## config.mk

```make
export PLATFORM = sky130hd
export DESIGN_NAME = srl_fifo_fwft_flat
export DESIGN_NICKNAME = d
export VERILOG_FILES = /design/src/rtl/srl_fifo_fwft_pkg.sv /design/src/rtl/srl_fifo_fwft_if.sv /design/src/rtl/srl_fifo_fwft_chk.sv /design/src/rtl/srl_fifo_fwft_storage.sv /design/src/rtl/srl_fifo_fwft.sv /design/src/flat_wrapper.sv
export SDC_FILE = /design/constraint.sdc
export NUM_CORES = 1
export LEC_CHECK = 0
export BUFFER_PORTS_ARGS = -buffer_cell sky130_fd_sc_hd__buf_4
export CORE_MARGIN = 2
export CORE_UTILIZATION = 24
export CTS_BUF_LIST = sky130_fd_sc_hd__clkbuf_16
export CTS_CLUSTER_SIZE = 16
export DETAILED_ROUTE_END_ITERATION = 8
export PLACE_DENSITY_LB_ADDON = 0.25
export REMOVE_ABC_BUFFERS = 1
export SLEW_MARGIN = 10
export SYNTH_ARGS = -nofsm -noshare
export SYNTH_HDL_FRONTEND = slang
export SYNTH_HIERARCHICAL = 1
export SYNTH_SLANG_ARGS = --single-unit
```

## constraint.sdc

```tcl
create_clock -name clk -period 24.4 [get_ports clk]
set_input_delay 4.88 -clock clk [delete_from_list [all_inputs] [get_ports clk]]
set_output_delay 4.88 -clock clk [all_outputs]
set_load 0.02 [all_outputs]
```

## src/rtl/srl_fifo_fwft_pkg.sv

```systemverilog
// Shared sizing helpers for the SRL channel FIFOs: capacity and count-width derivation.
package fifo_cfg_pkg;

  function automatic int clog2(input int value);
    int result;
    result = 0;
    for (int v = value - 1; v > 0; v = v >> 1) begin
      result = result + 1;
    end
    return result;
  endfunction

  // Output register adds one storage slot on top of the SRL entries.
  function automatic int cap_of(input int depth, input int out_reg);
    return depth + out_reg;
  endfunction

  function automatic int cnt_w_of(input int depth, input int out_reg);
    return clog2(cap_of(depth, out_reg) + 1);
  endfunction

endpackage

```

## src/rtl/srl_fifo_fwft_if.sv

```systemverilog
// Producer/consumer handshake bundle for the SRL stream FIFO.
interface srl_fifo_fwft_if #(
  parameter int DATA_WIDTH = 32
);
  logic                  if_write;
  logic [DATA_WIDTH-1:0] if_din;
  logic                  if_full_n;
  logic                  if_read;
  logic [DATA_WIDTH-1:0] if_dout;
  logic                  if_empty_n;

  modport slave (
    input  if_write, if_din, if_read,
    output if_full_n, if_dout, if_empty_n
  );

  modport master (
    output if_write, if_din, if_read,
    input  if_full_n, if_dout, if_empty_n
  );
endinterface

```

## src/rtl/srl_fifo_fwft_chk.sv

```systemverilog
// Occupancy sanity checker bound alongside the FIFO.
module srl_fifo_fwft_chk #(
  parameter int CNT_W = 5,
  parameter int CAP   = 17
) (
  input logic             clk,
  input logic             reset,
  input logic [CNT_W-1:0] count
);
  a_count_le_cap: assert property (@(posedge clk) disable iff (reset) count <= CNT_W'(CAP));
endmodule

```

## src/rtl/srl_fifo_fwft_storage.sv

```systemverilog
// Shift-register storage: newest word enters at index 0, combinational read at addr, no reset.
module srl_fifo_storage #(
  parameter int DATA_WIDTH = 32,
  parameter int ADDR_WIDTH = 4,
  parameter int DEPTH      = 16
) (
  input  logic                  clk,
  input  logic                  we,
  input  logic [ADDR_WIDTH-1:0] addr,
  input  logic [DATA_WIDTH-1:0] din,
  output logic [DATA_WIDTH-1:0] dout
);
  logic [DATA_WIDTH-1:0] mem_r [DEPTH];

  // Shift the whole array by one slot on every accepted write.
  always_ff @(posedge clk) begin
    if (we) begin
      mem_r[0] <= din;
      for (int i = 1; i < DEPTH; i++) begin
        mem_r[i] <= mem_r[i-1];
      end
    end
  end

  assign dout = mem_r[addr];
endmodule

```

## src/rtl/srl_fifo_fwft.sv

```systemverilog
// SRL-based stream FIFO with occupancy, registered full/empty, optional FWFT output register,
// almost thresholds, synchronous flush and sticky overflow/underflow flags.
module srl_fifo_fwft
  import fifo_cfg_pkg::*;
#(
  parameter int DATA_WIDTH = 32,
  parameter int ADDR_WIDTH = 4,
  parameter int DEPTH      = 16,
  parameter int OUT_REG    = 1,
  parameter int AF_LEVEL   = DEPTH - 2,
  parameter int AE_LEVEL   = 2,
  localparam int CAP       = cap_of(DEPTH, OUT_REG),
  localparam int CNT_W     = cnt_w_of(DEPTH, OUT_REG)
) (
  input  logic                 clk,
  input  logic                 reset,
  input  logic                 flush,
  srl_fifo_fwft_if.slave       fifo,
  output logic [CNT_W-1:0]     count,
  output logic                 almost_full,
  output logic                 almost_empty,
  output logic                 err_ovf,
  output logic                 err_udf
);
  logic [CNT_W-1:0]      count_r, count_next_s, srl_cnt_r, srl_cnt_next_s;
  logic [ADDR_WIDTH-1:0] addr_r, addr_next_s;
  logic                  full_n_r, full_n_next_s, empty_n_r, empty_n_next_s;
  logic                  out_valid_r, out_valid_next_s;
  logic [DATA_WIDTH-1:0] dout_r, dout_next_s, srl_dout_s;
  logic                  wr_s, rd_s, load_s, srl_pop_s;
  logic                  ovf_r, udf_r;

  srl_fifo_storage #(
    .DATA_WIDTH(DATA_WIDTH),
    .ADDR_WIDTH(ADDR_WIDTH),
    .DEPTH     (DEPTH)
  ) u_storage (
    .clk (clk),
    .we  (wr_s),
    .addr(addr_r),
    .din (fifo.if_din),
    .dout(srl_dout_s)
  );

  // Handshake acceptance, SRL/output-stage movement and next-state flags.
  always_comb begin
    wr_s = fifo.if_write & full_n_r & ~flush;
    rd_s = fifo.if_read & empty_n_r & ~flush;
    if (OUT_REG != 0) begin
      load_s = (~out_valid_r | rd_s) & (srl_cnt_r != CNT_W'(0)) & ~flush;
    end else begin
      load_s = 1'b0;
    end
    // Without the output stage a consumer read pops the SRL directly.
    srl_pop_s = (OUT_REG != 0) ? load_s : rd_s;

    count_next_s     = count_r;
    srl_cnt_next_s   = srl_cnt_r;
    out_valid_next_s = out_valid_r;
    dout_next_s      = dout_r;
    if (flush) begin
      count_next_s     = CNT_W'(0);
      srl_cnt_next_s   = CNT_W'(0);
      out_valid_next_s = 1'b0;
      dout_next_s      = {DATA_WIDTH{1'b0}};
    end else begin
      case ({wr_s, rd_s})
        2'b10:   count_next_s = count_r + CNT_W'(1);
        2'b01:   count_next_s = count_r - CNT_W'(1);
        default: count_next_s = count_r;
      endcase
      case ({wr_s, srl_pop_s})
        2'b10:   srl_cnt_next_s = srl_cnt_r + CNT_W'(1);
        2'b01:   srl_cnt_next_s = srl_cnt_r - CNT_W'(1);
        default: srl_cnt_next_s = srl_cnt_r;
      endcase
      if (load_s) begin
        out_valid_next_s = 1'b1;
        dout_next_s      = srl_dout_s;
      end else if (rd_s) begin
        out_valid_next_s = 1'b0;
      end else begin
        out_valid_next_s = out_valid_r;
      end
    end

    // Oldest SRL word sits at occupancy-1; parked at 0 when the SRL is empty.
    addr_next_s    = (srl_cnt_next_s == CNT_W'(0)) ? ADDR_WIDTH'(0)
                                                   : ADDR_WIDTH'(srl_cnt_next_s - CNT_W'(1));
    empty_n_next_s = (OUT_REG != 0) ? out_valid_next_s : (srl_cnt_next_s != CNT_W'(0));
    full_n_next_s  = (count_next_s < CNT_W'(CAP));
  end

  // State, handshake flags and sticky error capture.
  always_ff @(posedge clk or posedge reset) begin
    if (reset) begin
      count_r     <= CNT_W'(0);
      srl_cnt_r   <= CNT_W'(0);
      addr_r      <= ADDR_WIDTH'(0);
      full_n_r    <= 1'b1;
      empty_n_r   <= 1'b0;
      out_valid_r <= 1'b0;
      dout_r      <= {DATA_WIDTH{1'b0}};
      ovf_r       <= 1'b0;
      udf_r       <= 1'b0;
    end else begin
      count_r     <= count_next_s;
      srl_cnt_r   <= srl_cnt_next_s;
      addr_r      <= addr_next_s;
      full_n_r    <= full_n_next_s;
      empty_n_r   <= empty_n_next_s;
      out_valid_r <= out_valid_next_s;
      dout_r      <= dout_next_s;
      ovf_r       <= ovf_r | (fifo.if_write & ~full_n_r);
      udf_r       <= udf_r | (fifo.if_read & ~empty_n_r);
    end
  end

  assign fifo.if_full_n  = full_n_r;
  assign fifo.if_empty_n = empty_n_r;
  assign fifo.if_dout    = (OUT_REG != 0) ? dout_r : srl_dout_s;
  assign count           = count_r;
  assign almost_full     = (count_r >= CNT_W'(AF_LEVEL));
  assign almost_empty    = (count_r <= CNT_W'(AE_LEVEL));
  assign err_ovf         = ovf_r;
  assign err_udf         = udf_r;

  srl_fifo_fwft_chk #(
    .CNT_W(CNT_W),
    .CAP  (CAP)
  ) u_chk (
    .clk  (clk),
    .reset(reset),
    .count(count_r)
  );
endmodule

```

## src/flat_wrapper.sv

```systemverilog
// flat-port wrapper written by rule: the top's interface ports become plain ports
module srl_fifo_fwft_flat import fifo_cfg_pkg::*;
#(
  parameter int DATA_WIDTH = 32,
  parameter int ADDR_WIDTH = 4,
  parameter int DEPTH      = 16,
  parameter int OUT_REG    = 1,
  parameter int AF_LEVEL   = DEPTH - 2,
  parameter int AE_LEVEL   = 2,
  localparam int CAP       = cap_of(DEPTH, OUT_REG),
  localparam int CNT_W     = cnt_w_of(DEPTH, OUT_REG)
)
  (clk, reset, flush, count, almost_full, almost_empty, err_ovf, err_udf, fifo_if_write, fifo_if_din, fifo_if_read, fifo_if_full_n, fifo_if_dout, fifo_if_empty_n);
  srl_fifo_fwft_if #(.DATA_WIDTH(DATA_WIDTH)) fifo_i ();
  input  logic clk;
  input  logic reset;
  input  logic flush;
  output logic [CNT_W-1:0] count;
  output logic almost_full;
  output logic almost_empty;
  output logic err_ovf;
  output logic err_udf;
  input wire logic [$bits(fifo_i.if_write)-1:0] fifo_if_write;
  input wire logic [$bits(fifo_i.if_din)-1:0] fifo_if_din;
  input wire logic [$bits(fifo_i.if_read)-1:0] fifo_if_read;
  output wire logic [$bits(fifo_i.if_full_n)-1:0] fifo_if_full_n;
  output wire logic [$bits(fifo_i.if_dout)-1:0] fifo_if_dout;
  output wire logic [$bits(fifo_i.if_empty_n)-1:0] fifo_if_empty_n;
  assign fifo_i.if_write = fifo_if_write;
  assign fifo_i.if_din = fifo_if_din;
  assign fifo_i.if_read = fifo_if_read;
  assign fifo_if_full_n = fifo_i.if_full_n;
  assign fifo_if_dout = fifo_i.if_dout;
  assign fifo_if_empty_n = fifo_i.if_empty_n;
  srl_fifo_fwft #(.DATA_WIDTH(DATA_WIDTH), .ADDR_WIDTH(ADDR_WIDTH), .DEPTH(DEPTH), .OUT_REG(OUT_REG), .AF_LEVEL(AF_LEVEL), .AE_LEVEL(AE_LEVEL)) u_core (.clk(clk), .reset(reset), .flush(flush), .fifo(fifo_i), .count(count), .almost_full(almost_full), .almost_empty(almost_empty), .err_ovf(err_ovf), .err_udf(err_udf));
endmodule
```

==> results of run 1 <==
==> state kept, by name, summed over array words and instances, names as in the netlist <==
register and flops:
u_core/fifo.if_dout 32, u_core/err_udf 1, u_core/fifo.if_full_n 1, u_core/u_storage/mem_r 512
u_core/srl_cnt_r 5, u_core/out_valid_r 1, u_core/err_ovf 1, u_core/count 5
u_core/addr_r 4
==> power groups by stage <==
stage / sequential (mW) / clock (mW) / combinational [mW]
final: 1.17 / 0.962 / 0.630
after global routing: 1.17 / 1.04 / 0.696
after CTS: 1.17 / 1.00 / 0.658
after detailed placement: 1.19 / 0 / 0.657
after global placement: 1.19 / 0 / 0.654
after floorplan: 1.26 / 0 / 0.432
==> metrics by stage <==
| step | std cells | utilization, % | setup slack (ns) | total power [mW] | area (um^2) |
|---|---|---|---|---|---|
| after floorplan | 920 | - | 8.58 | 1.69 | 21100 |
| after global placement | 2181 | 26.4 | 15.99 | 1.84 | 23300 |
| after detailed placement | 2181 | 26.4 | 15.82 | 1.84 | 23300 |
| after CTS | 2304 | 28.8 | 16.50 | 2.83 | 25400 |
| after global routing | 2304 | 28.8 | 16.22 | 2.91 | 25400 |
| final | 2304 | 28.8 | 16.46 | 2.76 | 25400 |
==> final timing paths <==
kind / startpoint / to / slack [ns] / cells after the start
worst max-delay path: flush / u_core/u_storage/mem_r[11][9] / 16.46 / 6
worst min-delay path: u_core/u_storage/mem_r[11][9] / u_core/u_storage/mem_r[12][9] / 0.43 / 0
worst max register to register: u_core/srl_cnt_r[0] / u_core/addr_r[0] / 20.59 / 14
worst min register to register: u_core/u_storage/mem_r[11][9] / u_core/u_storage/mem_r[12][9] / 0.43 / 0
max in group asynchronous: reset / u_core/addr_r[0] / 19.12 / 3
min in group asynchronous: reset / u_core/fifo.if_dout[28] / 4.58 / 3
==> per-layer routing <==
| metal | global-route usage [%] | wire, um | vias up |
|---|---|---|---|
| met5 | 0 | 0 | - |
| met3 | 2.34 | 2290 | 71 |
| li1 | - | - | 4328 |
| met2 | 14.0 | 19700 | 230 |
| met1 | 14.0 | 20800 | 5337 |
| met4 | 3.13 | 970 | 0 |
==> cells in the mapped netlist (6+ instances only) <==
cell      instances
a21oi_1          10
buf_2            10
a22oi_1          64
dfrtp_1          49
inv_1            16
edfxtp_1        512
ha_1              9
buf_6             6
nor2_1           14
buf_4            11
mux4_2          128
a22o_1           32
clkbuf_1         17
buf_1             9
nand2_1          34
==> area by class of cell <==
cell class                      count  area share, %
Multi-Input combinational cell    342           17.4
Inverter                           16          0.271
Clock buffer                       68           6.69
Timing Repair Buffer               96           2.83
Tap cell                         1165           5.73
Clock inverter                     55           1.67
Sequential cell                   562           65.4
==> logic make-up after synthesis <==
family,after synthesis
AND/OR/NAND/NOR,72
buffers and inverters,69
flip-flops,562
multiplexers,131
AO/OA/AOI/OAI,122
adder cells (fa/ha/maj),11
XOR/XNOR,6
==> results.yml, run 1 <==
outcome:
  outcome: "completed"
pwr:
  power.clock.fraction_pct: 34.9
  power.density_cell_area_nw_per_um2: 108
  power.switching_mw: 0.796
  seq_power_share_pct: 42.3
  power_leakage_nw: 8.51
  intPower_mw: 1.96
  switching_share_pct: 28.9
  vdd.ir_drop.worst_uv: 70.7
  combinational_power_share_pct: 22.8
finish:
  syn_to_final_growth_pct: 19.0
  multi_input_comb_area_um2: 4420
  fillCellCount: 8687
  mostFrequentLayoutCell: "edfxtp_1"
  register_area_um2: 16600
  layout.cells.most_common_list: "edfxtp_1, mux4_2, buf_4"
  final_layout_size_suffix_gt1_share_pct: 29.1
  antennaDiodeCount: 0
  design.final.nets: 1133
timing:
  timing.setup.tns_ns: 0
  min_period_over_period_pct: 32.5
  timing_worst_slew_pin_value_ns: 1.17
  worst_case_clock_skew_ns: 0.0265
  hold_viol_final: 0
  max_slew_margin_pct: 21.7
  grt_setup_unrepaired: "no"
  fmax_mhz: 126
  final-max-slew-violation-count: 0
  post_route_worst_hold_slack_ns: 0.428
  setup_viol: 0
  post-route-min-period_ns: 7.94
floorplan:
  top_level_ports: 80
  die_h_um: 302
  floorplan.core_area_um2: 88400
  die-area_um2: 91500
  die_width_um: 302
  initial_core_util_pct: 24.2
  row_count: 109
route:
  via_count: 9966
  drt-vias-per-instance: 4.33
  drt.antenna.violating_nets: 0
  firstDrtPassIters: 5
  detail_route.drc_violations: 0
  totalWireLength_um: 43800
  detail_route.wl_per_cell_um: 19.0
  drtIter0Drc: 916
yosys:
  synth_area_per_cell_um2: 22.0
  combinational_family_with_the_most_area_after_synthesis: "multiplexers"
  ys_async_sr_fraction_pct: 8.90
  number_of_distinct_library_cells_after_synthesis: 44
  number_of_flops_mapped_to_enable_cells_by_yosys: 512
  synth-simple-area-share_pct: 1.61
  synth_compound_gate_area_share_pct: 4.35
  synth-main-ff-cell: "edfxtp_1"
  ys_warn_count: 6
  netlist.top_cell.by_area: "edfxtp_1"
  synthXorXnorAreaFrac_pct: 0.246
  yosys-top-cells-area: "edfxtp_1, mux4_2, dfrtp_1, a22oi_1, a22o_1"
  synth_seq_cells: 562
  sequential_cell_area_fraction_in_the_yosys_report_pct: 77.8
  syn_inst: 973
  multiplexer_fraction_of_the_synthesized_cell_area_pct: 13.6
  synth_top_cell_area_share_pct: 71.9
  combined_area_of_all_synthesized_cells_um2: 21400
  yosys.area_share.adder_pct: 0.714
critical_path:
  cp.required_ns: 24.60
  timing.critical_path.slowest_cell_delay_ns: 0.94
  cp_top_family: "buffers and inverters"
  slowest_stage: "buf_4"
  critical_path.n_buffers_inverters: 5
  path_cells: "buf_4, inv_1, nand3_1, inv_8, buf_4, buf_4"
  setup.worst_path.start_class: "input port"
  crit_arrival_ns: 8.14
  endpoint_kind: "flip-flop"
  worst_path_most_repeated_cell: "buf_4"
  crit_fanout: 100
  worstSetupPathType: "input port to flip-flop"
global_routing:
  grt_usage_pct: 9.62
  antenna_violations_before_repair: 2
  grt_overflow_total: 0
  first_global_vias: 10588
  pin_count_of_the_biggest_net_entering_global_routing: 101
  first_pass_grt_wire_length_um: 67200
clock_tree:
  cts.hold.buffers_added: 0
  worstSkewPairLatency_ns: 0.61
  clock_sinks: 562
  resize_count_post_cts: 0
  clk_pin_slew_ns: 0.06
  cts.root.buffer_cell: "clkbuf_16"
  numCtsBuffers: 67
  h-tree-depth: 3
  cts_max_path_buffers: 3
  cts_tree: "done"
  post-cts-setup-buffer-count: 0
place:
  dp_hpwl_um: 22600
  place.port_buffers: 79
  gp_congestion: 0.680
worst_hold_path:
  holdCritPathClass: "flip-flop to flip-flop"
flow_run:
  drv_cap: 0
No activity file was read; power rests on OpenSTA's default activity.
==> run 2: changes to the inputs <==
==> constraint.sdc (replaced) <==
create_clock -name clk -period 6.5 [get_ports clk]
set_input_delay 1.3 -clock clk [delete_from_list [all_inputs] [get_ports clk]]
set_output_delay 1.3 -clock clk [all_outputs]
set_load 0.02 [all_outputs]
==> results.yml, run 2 (synthesis results as in run 1) <==
clock_tree:
  cts.root.buffer_cell: "clkbuf_16"
  resize_count_post_cts: 0
  clock_sinks: 562
  h-tree-depth: 3
  cts_tree: "done"
  post-cts-setup-buffer-count: 0
  worstSkewPairLatency_ns: 0.59
  cts.hold.buffers_added: 0
  cts_max_path_buffers: 3
  numCtsBuffers: 66
  clk_pin_slew_ns: 0.06
critical_path:
  cp.required_ns: 6.94
  crit_fanout: 33
  slowest_stage: "buf_4"
  path_cells: "buf_4, inv_1, a21oi_1, and2_2, buf_4, ha_1, inv_1, fa_1, nand2b_1, a21oi_1, mux2i_1, mux2i_1, a21oi_1"
  critical_path.n_buffers_inverters: 4
  endpoint_kind: "flip-flop"
  setup.worst_path.start_class: "input port"
  timing.critical_path.slowest_cell_delay_ns: 0.50
  cp_top_family: "adder cells"
  reg2reg_setup_slack_ns: 2.65
  worst_path_most_repeated_cell: "a21oi_1"
  crit_arrival_ns: 4.42
  worstSetupPathType: "input port to flip-flop"
global_routing:
  pin_count_of_the_biggest_net_entering_global_routing: 126
  grt_usage_pct: 9.67
  first_pass_grt_wire_length_um: 67500
  antenna_violations_before_repair: 0
  grt_overflow_total: 0
  first_global_vias: 10677
floorplan:
  floorplan.core_area_um2: 88400
  die_width_um: 302
  row_count: 109
  die_h_um: 302
  top_level_ports: 80
  die-area_um2: 91500
  initial_core_util_pct: 24.2
timing:
  max_slew_margin_pct: 37.3
  min_period_over_period_pct: 61.2
  grt_setup_unrepaired: "no"
  hold_viol_final: 0
  final-max-slew-violation-count: 0
  post-route-min-period_ns: 3.98
  setup_viol: 0
  worst_case_clock_skew_ns: 0.0143
  timing.setup.tns_ns: 0
  fmax_mhz: 251
  timing_worst_slew_pin_value_ns: 0.940
pwr:
  vdd.ir_drop.worst_uv: 307
  power_leakage_nw: 8.49
  power.density_cell_area_nw_per_um2: 405
route:
  totalWireLength_um: 43700
  drt.antenna.violating_nets: 0
  drt-vias-per-instance: 4.33
  dr.max_layer_used: "met4"
  wl_met1_um: 20800
  dr_wl_met2_um: 19700
  drtIter0Drc: 858
  detail_route.drc_violations: 0
  routed-wl-met3_um: 2210
  via_count: 9952
  firstDrtPassIters: 4
  detail_route.wl_per_cell_um: 19.0
outcome:
  outcome: "completed"
finish:
  syn_to_final_growth_pct: 18.8
  number_of_flip_flops_under_the_largest_register_name: 512
  layout.core_utilization_pct: 28.7
  layout.cells.most_common_list: "edfxtp_1, mux4_2, buf_4"
  final_layout_size_suffix_gt1_share_pct: 28.8
  registers.top_by_ff_count: "u_core/u_storage/mem_r"
  design.final.nets: 1130
  mostFrequentLayoutCell: "edfxtp_1"
  antennaDiodeCount: 0
place:
  gp_congestion: 0.672
  place.port_buffers: 79
  dp_hpwl_um: 22200
worst_hold_path:
  holdCritPathClass: "flip-flop to flip-flop"
flow_run:
  drv_cap: 0
==> run 2: cell type report <==
class | count | area [um^2]
clock inverters | 49 | 334
repair buffers | 94 | 756
fillers | 8657 | 63000
multi-input cells | 342 | 4420
clock buffers | 69 | 1730
well taps | 1165 | 1460
flip-flops and latches | 562 | 16600
inverters | 16 | 68.8
==> run 2: metal layers <==
layer / global-route usage, % / vias up
met5: 0 / -
met4: 3.30 / 0
met3: 2.36 / 71
met2: 14.3 / 235
met1: 13.9 / 5327
li1: - / 4319
==> run 2: worst paths after layout <==
kind                                               from                      endpoint  cells after the start
setup / recovery                           fifo_if_read              u_core/addr_r[3]                     13
hold / removal             u_core/u_storage/mem_r[2][5]  u_core/u_storage/mem_r[3][5]                      0
setup reg to reg                    u_core/srl_cnt_r[1]              u_core/addr_r[1]                     14
hold reg to reg            u_core/u_storage/mem_r[2][5]  u_core/u_storage/mem_r[3][5]                      0
max in group asynchronous                         reset              u_core/addr_r[0]                      3
min in group asynchronous                         reset       u_core/fifo.if_dout[18]                      3
==> run 2: power breakdown <==
group | switching, mW | internal [mW]
combinational | 1.25 | 1.09
sequential | 0.204 | 4.19
clock | 1.46 | 2.08
total | 2.91 | 7.36
==> run 2: per-stage QoR <==
step / cell area [um^2] / power, mW / instances / hold slack (ns) / worst slack, ns
floorplan: 21100 / 6.34 / 920 / 0.421 / -5.74
global placement: 23300 / 6.87 / 2179 / 0.425 / 1.96
detailed placement: 23300 / 6.89 / 2179 / 0.429 / 1.84
CTS: 25400 / 10.5 / 2297 / 0.435 / 2.46
global route: 25400 / 10.8 / 2297 / 0.442 / 2.21
finish: 25400 / 10.3 / 2297 / 0.433 / 2.52
==> run 3: changes to the inputs <==
==> constraint.sdc (replaced) <==
create_clock -name clk -period 3.8 [get_ports clk]
set_input_delay 0.76 -clock clk [delete_from_list [all_inputs] [get_ports clk]]
set_output_delay 0.76 -clock clk [all_outputs]
set_load 0.02 [all_outputs]
==> results.yml, run 3 (synthesis results as in run 1) <==
outcome:
  outcome: "completed"
critical_path:
  setup.worst_path.start_class: "flip-flop"
  crit_fanout: 5
  cp.required_ns: 4.29
  crit_arrival_ns: 4.06
  worstSetupPathType: "flip-flop to flip-flop"
  endpoint_kind: "flip-flop"
finish:
  syn_to_final_growth_pct: 20.1
  final_layout_size_suffix_gt1_share_pct: 29.5
  antennaDiodeCount: 0
  mostFrequentLayoutCell: "edfxtp_1"
  design.final.nets: 1150
  stdcell_count: 2318
  number_of_flip_flops_under_the_largest_register_name: 512
  registers.top_by_ff_count: "u_core/u_storage/mem_r"
  layout.cells.most_common_list: "edfxtp_1, mux4_2, buf_4"
floorplan:
  die_h_um: 302
  row_count: 109
  top_level_ports: 80
  die-area_um2: 91500
  floorplan.core_area_um2: 88400
  initial_core_util_pct: 24.2
  die_width_um: 302
clock_tree:
  cts.hold.buffers_added: 0
  numCtsBuffers: 67
  cts.root.buffer_cell: "clkbuf_16"
  worstSkewPairLatency_ns: 0.60
  cts_max_path_buffers: 3
  clk_pin_slew_ns: 0.06
  post-cts-setup-buffer-count: 0
  cts_tree: "done"
  h-tree-depth: 3
  resize_count_post_cts: 0
  clock_sinks: 562
pwr:
  power_leakage_nw: 8.64
  power.density_cell_area_nw_per_um2: 690
  total_power_mw: 17.7
  vdd.ir_drop.worst_uv: 338
route:
  detail_route.wl_per_cell_um: 19.1
  drt-vias-per-instance: 4.33
  drtIter0Drc: 799
  drt.antenna.violating_nets: 0
  firstDrtPassIters: 7
  detail_route.drc_violations: 0
  totalWireLength_um: 44300
  via_count: 10044
worst_hold_path:
  holdCritPathClass: "input port to async pin"
flow_run:
  drv_cap: 0
global_routing:
  first_pass_grt_wire_length_um: 67700
  pin_count_of_the_biggest_net_entering_global_routing: 69
  grt_overflow_total: 0
  grt_usage_pct: 9.72
  antenna_violations_before_repair: 1
  first_global_vias: 10744
place:
  gp_congestion: 0.703
  dp_hpwl_um: 24700
  place.port_buffers: 79
  placedCellCount: 2198
timing:
  grt_setup_unrepaired: "no"
  max_slew_margin_pct: 35.5
  post_route_worst_hold_slack_ns: 0.315
  hold_viol_final: 0
  min_period_over_period_pct: 94.0
  setup_viol: 0
  final-max-slew-violation-count: 0
  timing_worst_slew_pin_value_ns: 0.968
  post-route-min-period_ns: 3.57
  fmax_mhz: 280
  worst_case_clock_skew_ns: 0.0250
==> run 3: worst paths after layout <==
check	startpoint	slack (ns)	endpoint	depth (start not counted)
worst max-delay path	u_core/srl_cnt_r[0]	0.23	u_core/addr_r[1]	13
worst min-delay path	reset	0.32	u_core/fifo.if_dout[28]	2
worst max register to register	u_core/srl_cnt_r[0]	0.23	u_core/addr_r[1]	13
worst min register to register	u_core/u_storage/mem_r[11][8]	0.44	u_core/u_storage/mem_r[12][8]	0
max in group asynchronous	reset	2.66	u_core/fifo.if_dout[25]	3
min in group clk	fifo_if_din[24]	0.34	u_core/u_storage/mem_r[0][24]	1
==> run 3: layout make-up <==
class	instances	area, um^2
Fill cell	8686	62700
Sequential cell	562	16600
Multi-Input combinational cell	342	4420
Clock buffer	69	1730
Tap cell	1165	1460
Timing Repair Buffer	113	1020
Clock inverter	51	335
Inverter	16	68.8
==> run 3: report_power, final <==
part           internal [mW]  leakage (nW)  switching [mW]
clock network           3.50          1.09            2.49
logic                   1.96          2.08            2.29
registers               7.17          5.47           0.295
total                   12.6          8.64            5.08
==> run 3: critical path, stage by stage (launching register included) <==
cell and delay, ns:
dfrtp_1 0.42, or4_1 0.50, nor2_1 0.16, a21oi_1 0.10, and2_2 0.22, ha_1 0.27, inv_1 0.14, fa_1 0.42
nor2b_1 0.15, a211oi_1 0.40, inv_1 0.10, ha_1 0.23, and3b_1 0.19, a21oi_1 0.17
==> run 3: per-stage QoR <==
stage	util [%]	setup WS (ns)	TNS, ns	instance area, um^2
CTS	29.0	0.292	0	25700
detailed placement	26.7	0.223	0	23600
global route	29.0	0.0591	0	25700
global placement	26.7	0.325	0	23600
floorplan	-	-7.90	-4121.57	21100
finish	29.0	0.228	0	25700
==> run 3: metal layers <==
layer	track usage, %	vias to the layer above	wire length [um]
met4	3.41	0	1100
li1	-	4356	-
met1	14.1	5354	21100
met2	14.3	255	19900
met3	2.12	79	2190
met5	0	-	0
